===== src/rtl/led_addr_gen_if.sv =====
// led_addr_gen_if -- control/ROM-side bundle for led_addr_gen.
// master: the controller driving playback commands and watching the ROM port.
// slave : the address generator itself.
interface led_addr_gen_if;
  logic        start;
  logic        stop;
  logic        hold;
  logic        dir;
  logic [11:0] addr;
  logic        en;
  logic        step;
  logic        wrap;

  modport master (output start, stop, hold, dir,
                  input  addr, en, step, wrap);
  modport slave  (input  start, stop, hold, dir,
                  output addr, en, step, wrap);
endinterface


===== src/rtl/led_addr_gen.sv =====
// led_addr_gen -- pattern ROM address sequencer for LED playback.
// IDLE/RUN/PAUSE controller stepping a 12-bit address once every PRESCALE
// clocks, up or down, with step/wrap pulses aligned to each address update.
// Optional feature: define LED_ADDR_GEN_DEBOUNCE_EN to pass hold and dir
// through a 2-flop synchronizer plus a DEBOUNCE_CYCLES stability filter.
module led_addr_gen #(
  parameter int PRESCALE        = 50000000,
  parameter int DEBOUNCE_CYCLES = 1000000
) (
  input  logic          clk,
  input  logic          rst_n,
  led_addr_gen_if.slave bus
);

  localparam int PSC_W = (PRESCALE > 2) ? $clog2(PRESCALE) : 1;

  // Reject out-of-range configurations at elaboration.
  if (PRESCALE < 2 || PRESCALE > (1 << 26) || DEBOUNCE_CYCLES < 1) begin : g_bad_param
    $error("led_addr_gen: illegal PRESCALE/DEBOUNCE_CYCLES");
  end

  typedef enum logic [1:0] {IDLE, RUN, PAUSE} state_t;

  logic hold_i, dir_i;

`ifdef LED_ADDR_GEN_DEBOUNCE_EN
  localparam int DB_W = (DEBOUNCE_CYCLES > 1) ? $clog2(DEBOUNCE_CYCLES + 1) : 1;

  // bit 0 = hold, bit 1 = dir
  logic [1:0]           raw, sync1, sync2, filt;
  logic [1:0][DB_W-1:0] db_cnt;

  assign raw = {bus.dir, bus.hold};

  // Two-flop synchronizer ahead of the filters.
  always_ff @(posedge clk or negedge rst_n) begin
    if (!rst_n) begin
      sync1 <= '0;
      sync2 <= '0;
    end else begin
      sync1 <= raw;
      sync2 <= sync1;
    end
  end

  // Filter output follows the synchronized value only after it has
  // disagreed with the output for DEBOUNCE_CYCLES samples in a row.
  always_ff @(posedge clk or negedge rst_n) begin
    if (!rst_n) begin
      db_cnt <= '0;
      filt   <= '0;
    end else begin
      for (int i = 0; i < 2; i++) begin
        if (sync2[i] == filt[i]) begin
          db_cnt[i] <= '0;
        end else if (db_cnt[i] == DB_W'(DEBOUNCE_CYCLES - 1)) begin
          db_cnt[i] <= '0;
          filt[i]   <= sync2[i];
        end else begin
          db_cnt[i] <= db_cnt[i] + DB_W'(1);
        end
      end
    end
  end

  assign hold_i = filt[0];
  assign dir_i  = filt[1];
`else
  assign hold_i = bus.hold;
  assign dir_i  = bus.dir;
`endif

  state_t             state, state_nxt;
  logic [PSC_W-1:0]   psc, psc_nxt;
  logic [11:0]        addr_q, addr_nxt;
  logic               en_q, en_nxt;
  logic               step_q, step_nxt;
  logic               wrap_q, wrap_nxt;
  logic               tick;

  assign tick = (psc == PSC_W'(PRESCALE - 1));

  // State and all outputs are registered together.
  always_ff @(posedge clk or negedge rst_n) begin
    if (!rst_n) begin
      state  <= IDLE;
      psc    <= '0;
      addr_q <= '0;
      en_q   <= 1'b0;
      step_q <= 1'b0;
      wrap_q <= 1'b0;
    end else begin
      state  <= state_nxt;
      psc    <= psc_nxt;
      addr_q <= addr_nxt;
      en_q   <= en_nxt;
      step_q <= step_nxt;
      wrap_q <= wrap_nxt;
    end
  end

  // Next state: stop beats start beats hold beats tick. PAUSE simply
  // withholds prescaler advance, so counts resume where they left off.
  always_comb begin
    state_nxt = state;
    psc_nxt   = psc;
    addr_nxt  = addr_q;
    en_nxt    = en_q;
    step_nxt  = 1'b0;
    wrap_nxt  = 1'b0;
    unique case (state)
      IDLE: begin
        en_nxt   = 1'b0;
        addr_nxt = '0;
        psc_nxt  = '0;
        if (bus.start && !bus.stop) begin
          state_nxt = RUN;
          en_nxt    = 1'b1;
        end
      end
      RUN, PAUSE: begin
        en_nxt = 1'b1;
        if (bus.stop) begin
          state_nxt = IDLE;
          en_nxt    = 1'b0;
          addr_nxt  = '0;
          psc_nxt   = '0;
        end else if (hold_i) begin
          state_nxt = PAUSE;
        end else begin
          state_nxt = RUN;
          if (tick) begin
            psc_nxt  = '0;
            step_nxt = 1'b1;
            addr_nxt = dir_i ? addr_q - 12'd1 : addr_q + 12'd1;
            wrap_nxt = dir_i ? (addr_q == 12'd0) : (addr_q == 12'hFFF);
          end else begin
            psc_nxt = psc + PSC_W'(1);
          end
        end
      end
      default: begin
        state_nxt = IDLE;
        en_nxt    = 1'b0;
        addr_nxt  = '0;
        psc_nxt   = '0;
      end
    endcase
  end

  assign bus.addr = addr_q;
  assign bus.en   = en_q;
  assign bus.step = step_q;
  assign bus.wrap = wrap_q;

endmodule


===== src/flat_wrapper.sv =====
// flat-port wrapper written by rule: the top's interface ports become plain ports
module led_addr_gen_flat 
#(
  parameter int PRESCALE        = 50000000,
  parameter int DEBOUNCE_CYCLES = 1000000
)
  (clk, rst_n, bus_start, bus_stop, bus_hold, bus_dir, bus_addr, bus_en, bus_step, bus_wrap);
  led_addr_gen_if bus_i ();
  input  logic clk;
  input  logic rst_n;
  input wire logic [$bits(bus_i.start)-1:0] bus_start;
  input wire logic [$bits(bus_i.stop)-1:0] bus_stop;
  input wire logic [$bits(bus_i.hold)-1:0] bus_hold;
  input wire logic [$bits(bus_i.dir)-1:0] bus_dir;
  output wire logic [$bits(bus_i.addr)-1:0] bus_addr;
  output wire logic [$bits(bus_i.en)-1:0] bus_en;
  output wire logic [$bits(bus_i.step)-1:0] bus_step;
  output wire logic [$bits(bus_i.wrap)-1:0] bus_wrap;
  assign bus_i.start = bus_start;
  assign bus_i.stop = bus_stop;
  assign bus_i.hold = bus_hold;
  assign bus_i.dir = bus_dir;
  assign bus_addr = bus_i.addr;
  assign bus_en = bus_i.en;
  assign bus_step = bus_i.step;
  assign bus_wrap = bus_i.wrap;
  led_addr_gen #(.PRESCALE(PRESCALE), .DEBOUNCE_CYCLES(DEBOUNCE_CYCLES)) u_core (.clk(clk), .rst_n(rst_n), .bus(bus_i));
endmodule

===== config.mk =====
export PLATFORM = sky130hd
export DESIGN_NAME = led_addr_gen_flat
export DESIGN_NICKNAME = d
export VERILOG_FILES = /design/src/rtl/led_addr_gen_if.sv /design/src/rtl/led_addr_gen.sv /design/src/flat_wrapper.sv
export SDC_FILE = /design/constraint.sdc
export NUM_CORES = 1
export LEC_CHECK = 0
export ABC_AREA = 1
export CAP_MARGIN = 5
export CORE_ASPECT_RATIO = 0.5
export CORE_MARGIN = 1.5
export CORE_UTILIZATION = 59
export DETAILED_ROUTE_END_ITERATION = 10
export PLACE_DENSITY_LB_ADDON = 0.15
export RECOVER_POWER = 50
export SYNTH_ARGS = -nofsm -noshare
export SYNTH_HDL_FRONTEND = slang
export SYNTH_SLANG_ARGS = --single-unit

===== constraint.sdc =====
create_clock -name clk -period 2 [get_ports clk]
set_input_delay 0.5 -clock clk [delete_from_list [all_inputs] [get_ports clk]]
set_output_delay 0.5 -clock clk [all_outputs]
set_load 0.02 [all_outputs]

After elaboration in Yosys (flattened, before gate mapping)
Index checks and enable logic that the tools add are counted.

cells by class
  add/sub/neg operators = 3
  eq/ne operators = 7
  multiplexer cells = 25
  reduce and logical (&&, ||, !) cells = 6

operators by type and width
  cell                                                                  count
  26-bit two-way mux                                                    4
  12-bit two-way mux                                                    5
  26-bit by 1-bit adder with 26-bit output, second input constant       1
  26-bit == test, second input constant                                 1
  12-bit by 1-bit adder with 12-bit output, second input constant       1
  12-bit == test, second input constant                                 1
  12-bit logical NOT                                                    1
  12-bit by 1-bit subtractor with 12-bit output, second input constant  1
  1-bit two-way mux                                                     11
  2-bit two-way mux                                                     3
  2-bit case mux with 2 select lines                                    1
  3-bit by 2-bit != test with 1-bit output, second input constant       1
  3-bit != test, second input constant                                  1
  2-bit by 1-bit == test with 1-bit output, second input constant       1
  2-bit == test, second input constant                                  1
  2-bit logical NOT                                                     1
  2-bit by 1-bit != test with 1-bit output, second input constant       1
  1-bit case mux with 2 select lines                                    1
  2-bit AND reduction                                                   1
  2-bit OR reduction                                                    1
  1-bit logical AND                                                     1
  1-bit logical NOT                                                     1

word-level totals
  register bits after elaboration = 43
  input port bits = 6
  word-level logic and storage cells = 47

Depth between registers and ports, before layout
  word-level depth = 6
  mapped depth = 11
  gate-level depth less buffers = 10

Worst setup path after synthesis
OpenSTA, ideal clock, no wires.

  kind = flip-flop to flip-flop
  start point = register u_core.addr_q[0] (netlist: u_core.bus.addr[0])
  end point = register u_core.addr_q[6] (netlist: u_core.bus.addr[6])
  library setup time = 0.117 ns
  arrival time = 1.702 ns
  required time = 1.883 ns
  slack = 0.181 ns
  cell stages (with the launch flop) = 9
  period minus slack after synthesis = 1.819 ns
  cell sequence = dfrtp_1 -> fa_1 -> nand2_1 -> nand3_1 -> nand3b_1 -> nand2_1 -> or2_2 -> nand3_1 -> nand2_1

between the ends
  longest elaborated chain between the ends = 6

RTL lines
  element                                                                                                           line                 source
  start, declared                                                                                                   led_addr_gen.sv:75   logic [11:0] addr_q, addr_nxt;
  start signal, assigned                                                                                            led_addr_gen.sv:95   addr_q <= addr_nxt;
  12-bit by 1-bit adder with 12-bit output / 12-bit by 1-bit subtractor with 12-bit output (equally long branches)  led_addr_gen.sv:135  addr_nxt = dir_i ? addr_q - 12'd1 : addr_q + 12'd1;
  12-bit two-way mux (*)                                                                                            led_addr_gen.sv:135
  12-bit two-way mux (*)                                                                                            led_addr_gen.sv:132  if (tick) begin
  12-bit two-way mux (*)                                                                                            led_addr_gen.sv:128  end else if (hold_i) begin
  12-bit two-way mux (*)                                                                                            led_addr_gen.sv:123  if (bus.stop) begin
  12-bit two-way mux (*)                                                                                            led_addr_gen.sv:111  unique case (state)

Every way passes the cells marked *; elsewhere a longest branch is shown, timed or not. The select of a mux whose other input is x is not followed.
A chain may end at the register's enable or synchronous reset.

Final worst setup path
  start point = register u_core.addr_q[1] (netlist: u_core.bus.addr[1])
  end point = output bus_addr[1]

RTL lines
  element        line                source
  end, declared  flat_wrapper.sv:15  output wire logic [$bits(bus_i.addr)-1:0] bus_addr;

No word-level cell between the ends.

==> results.md <==
- Critical Path Start: u_core.bus.addr[1]
- CP Launch Type: register
- Total Power: 2.228 mW
- Cell taking the most area after synthesis: dfrtp_1
- Peak supply drop: 331.1 uV
- Crit-path max FO: 5
- Final cell count without fillers: 550
- Drt first pass iters: 5
- Final Hold Viols: 0
- Core Footprint: 0.004887 sq mm
- Dpl cell area: 0.003393 sq mm
- Post-synthesis sequential area ratio: 0.3610
- Largest net degree at the start of global routing: 21
- Fin Setup TNS: 0 ns
- Max cap viols: 0
- Clock Latency Late Sink: 0.31 ns
- Most frequent cell after synthesis: nand2_1
- Die span in x: 103.5 microns
- Finished Core Util: 0.7135
- Clock tree buffer depth: 2
- I/O pin count: 21
- Clock skew: 0.009234 ns
- Critical Path RT: 1.50 ns
- Clock Tree Root: clkbuf_8
- Number of port buffers: 20
- GP Congestion: 0.8969
- Die ar.: 0.005513 sq mm
- Period utilization: 0.9739
- Worst setup EP type: output pin
- DR iter-0 viols: 95
- Crit path arrival time: 1.45 ns
- Avg Cell Area, Syn: 6.820 sq um
- Clock net sink count: 43
- WL per Instance: 12.64 microns
- TritonCTS clock tree: built
- Hold_buf cts: 0
- DIE HEIGHT: 53.26 microns
- Resized Gates After CTS: 3
- Gr usage total: 0.2765
- RSZ-0062 raised after global routing: false
- Vias in the first global route: 2,677
- Slew @ Worst Pin: 1.044 ns
- DP Cell Count: 542
- Hold_ws: 0.3500 ns
- Crit Path Category: register to output pin
- Power per Cell Area: 638.8 mW/mm^2
- CTS H-tree lvls: 2
- Slew headroom: 0.3037
- Main synth FF type: dfrtp_1
- Fill cells: 438
- Synth area leaders: dfrtp_1 36%, nand2_1 17%, nor2_1 8.7%
- Cell area after layout: 0.003487 sq mm
- Remaining antenna violation count: 0
- Total Wirelength: 6.951 mm
- Nets: 499
- Ys async rst share: 1.000
- Combinational group share of total power: 0.299
- Sw Ratio: 0.3458
- Slew Limit Fails: 0
- Antenna violations before repair: 0
- Most instantiated cells after synthesis: 135 x nand2_1, 69 x nor2_1, 55 x inv_1, 43 x dfrtp_1, 35 x nand3_1
- P_int: 1.457 mW
- Minimum clock period: 1.948 ns
- Synthesized flop and latch total: 43
- Status: completed
- Post-synth EDFFs: 0
- Clock power frac: 0.280
- Sw Pwr: 0.7703 mW
- Cell row count: 18
- Layout cells sized above 1: 0.1000
- Cts bufs inserted: 5
- Syn. warnings: 0
- RR Startpoint: u_core.bus.addr[0]
- HPWL reported at the end of detailed placement: 5.456 mm
- Synthesized Nets: 457
- Area delta synth->final: 17.00%
- Grt ovf: 0
- Cells after synthesis: 437
- Setup Viol. Count Final: 0
- Yosys top cell area share: 0.3610
- Inserted Diodes: 0
- Setup repair bufs after CTS: 0
- Synthesized cell area: 0.002980 sq mm
- DRC: 0
- First-pass GRT wire length: 11.79 mm
- Vias/cell: 5.269
- Initial Utilization: 0.6098
- Pre-CTS setup slack: -0.4444 ns
- Via count: 2,898
- Worst Hold Class: primary input to async pin
- Worst-path clk slew: 0.08 ns
- Synth cell types: 31
- Leakage: 1.714 nW
- Sequential power share: 0.421
- Fmax: 513.4 MHz
- Post-route setup slack: 0.05228 ns
flip-flops by register name, summed over array words and instances (netlist names):
name / count
u_core.bus.step: 1
u_core.psc: 26
u_core.bus.en: 1
u_core.bus.wrap: 1
u_core.bus.addr: 12
u_core.state: 2
metal layers:
metal | vias to the layer above | global-route usage | part of all wire
met5 | - | 0 | 0
met4 | 0 | 0.09259 | 0.012
met3 | 11 | 0.05172 | 0.042
met2 | 54 | 0.4956 | 0.48
met1 | 1346 | 0.3469 | 0.47
li1 | 1487 | - | -
path summary, 6_finish.rpt:
kind                                       to  slack [ns]  cells after the start
hold reg to reg                 u_core.psc[0]        0.52                      2
min in group clk                u_core.psc[0]        0.52                      2
max in group asynchronous     u_core.state[1]        0.58                      2
setup / recovery                  bus_addr[1]        0.05                      2
setup reg to reg           u_core.bus.addr[6]        0.22                      8
hold / removal                 u_core.psc[22]        0.35                      1
critical path, cell delays in order (launching register included):
cell and delay, ns:
dfrtp_1 0.38, buf_4 0.16, clkdlybuf4s50_1 0.60
power groups by stage:
stage / registers, mW / clock network [mW] / logic (mW)
finish: 0.938 / 0.625 / 0.665
detailed placement: 0.957 / 0 / 0.675
CTS: 0.937 / 0.637 / 0.681
floorplan: 0.963 / 0 / 0.467
global route: 0.943 / 0.664 / 0.744
global placement: 0.953 / 0 / 0.641
cell families (layout without fill, tap and decap cells):
family | Yosys count | count (layout) | synth area share
AND/OR/NAND/NOR | 292 | 292 | 0.4341
buffers and inverters | 62 | 105 | 0.08816
XOR/XNOR | 4 | 4 | 0.01176
flip-flops | 43 | 43 | 0.3610
AO/OA/AOI/OAI | 22 | 22 | 0.04366
adder cells (fa/ha/maj) | 14 | 14 | 0.06129
final cells by class:
cell class	instances	area, sq um	area share
inverter	56	210.2	0.06028
clock inverter	1	7.507	0.002153
timing repair buffer	41	364.1	0.1044
sequential	43	1076	0.3086
multi-input combinational	332	1645	0.4718
tap	70	87.58	0.02512
clock buffer	7	96.34	0.02763
placed cells by master, fill, tap and decap left out, drive strengths merged, types with 3 or more instances in the layout:
cell type      netlist  routed
o21bai               4       4
or2                  5       5
clkdlybuf4s50        0      17
buf                  4      17
inv                 56      56
clkbuf               2      12
nand2              140     140
nand4               22      22
nor3                 8       8
a21oi                9       9
nor4                 3       3
nand3               36      36
o21ai                4       4
ha                  13      13
nor2                75      75
dfrtp               43      43
No activity file was read; power rests on OpenSTA's default activity.
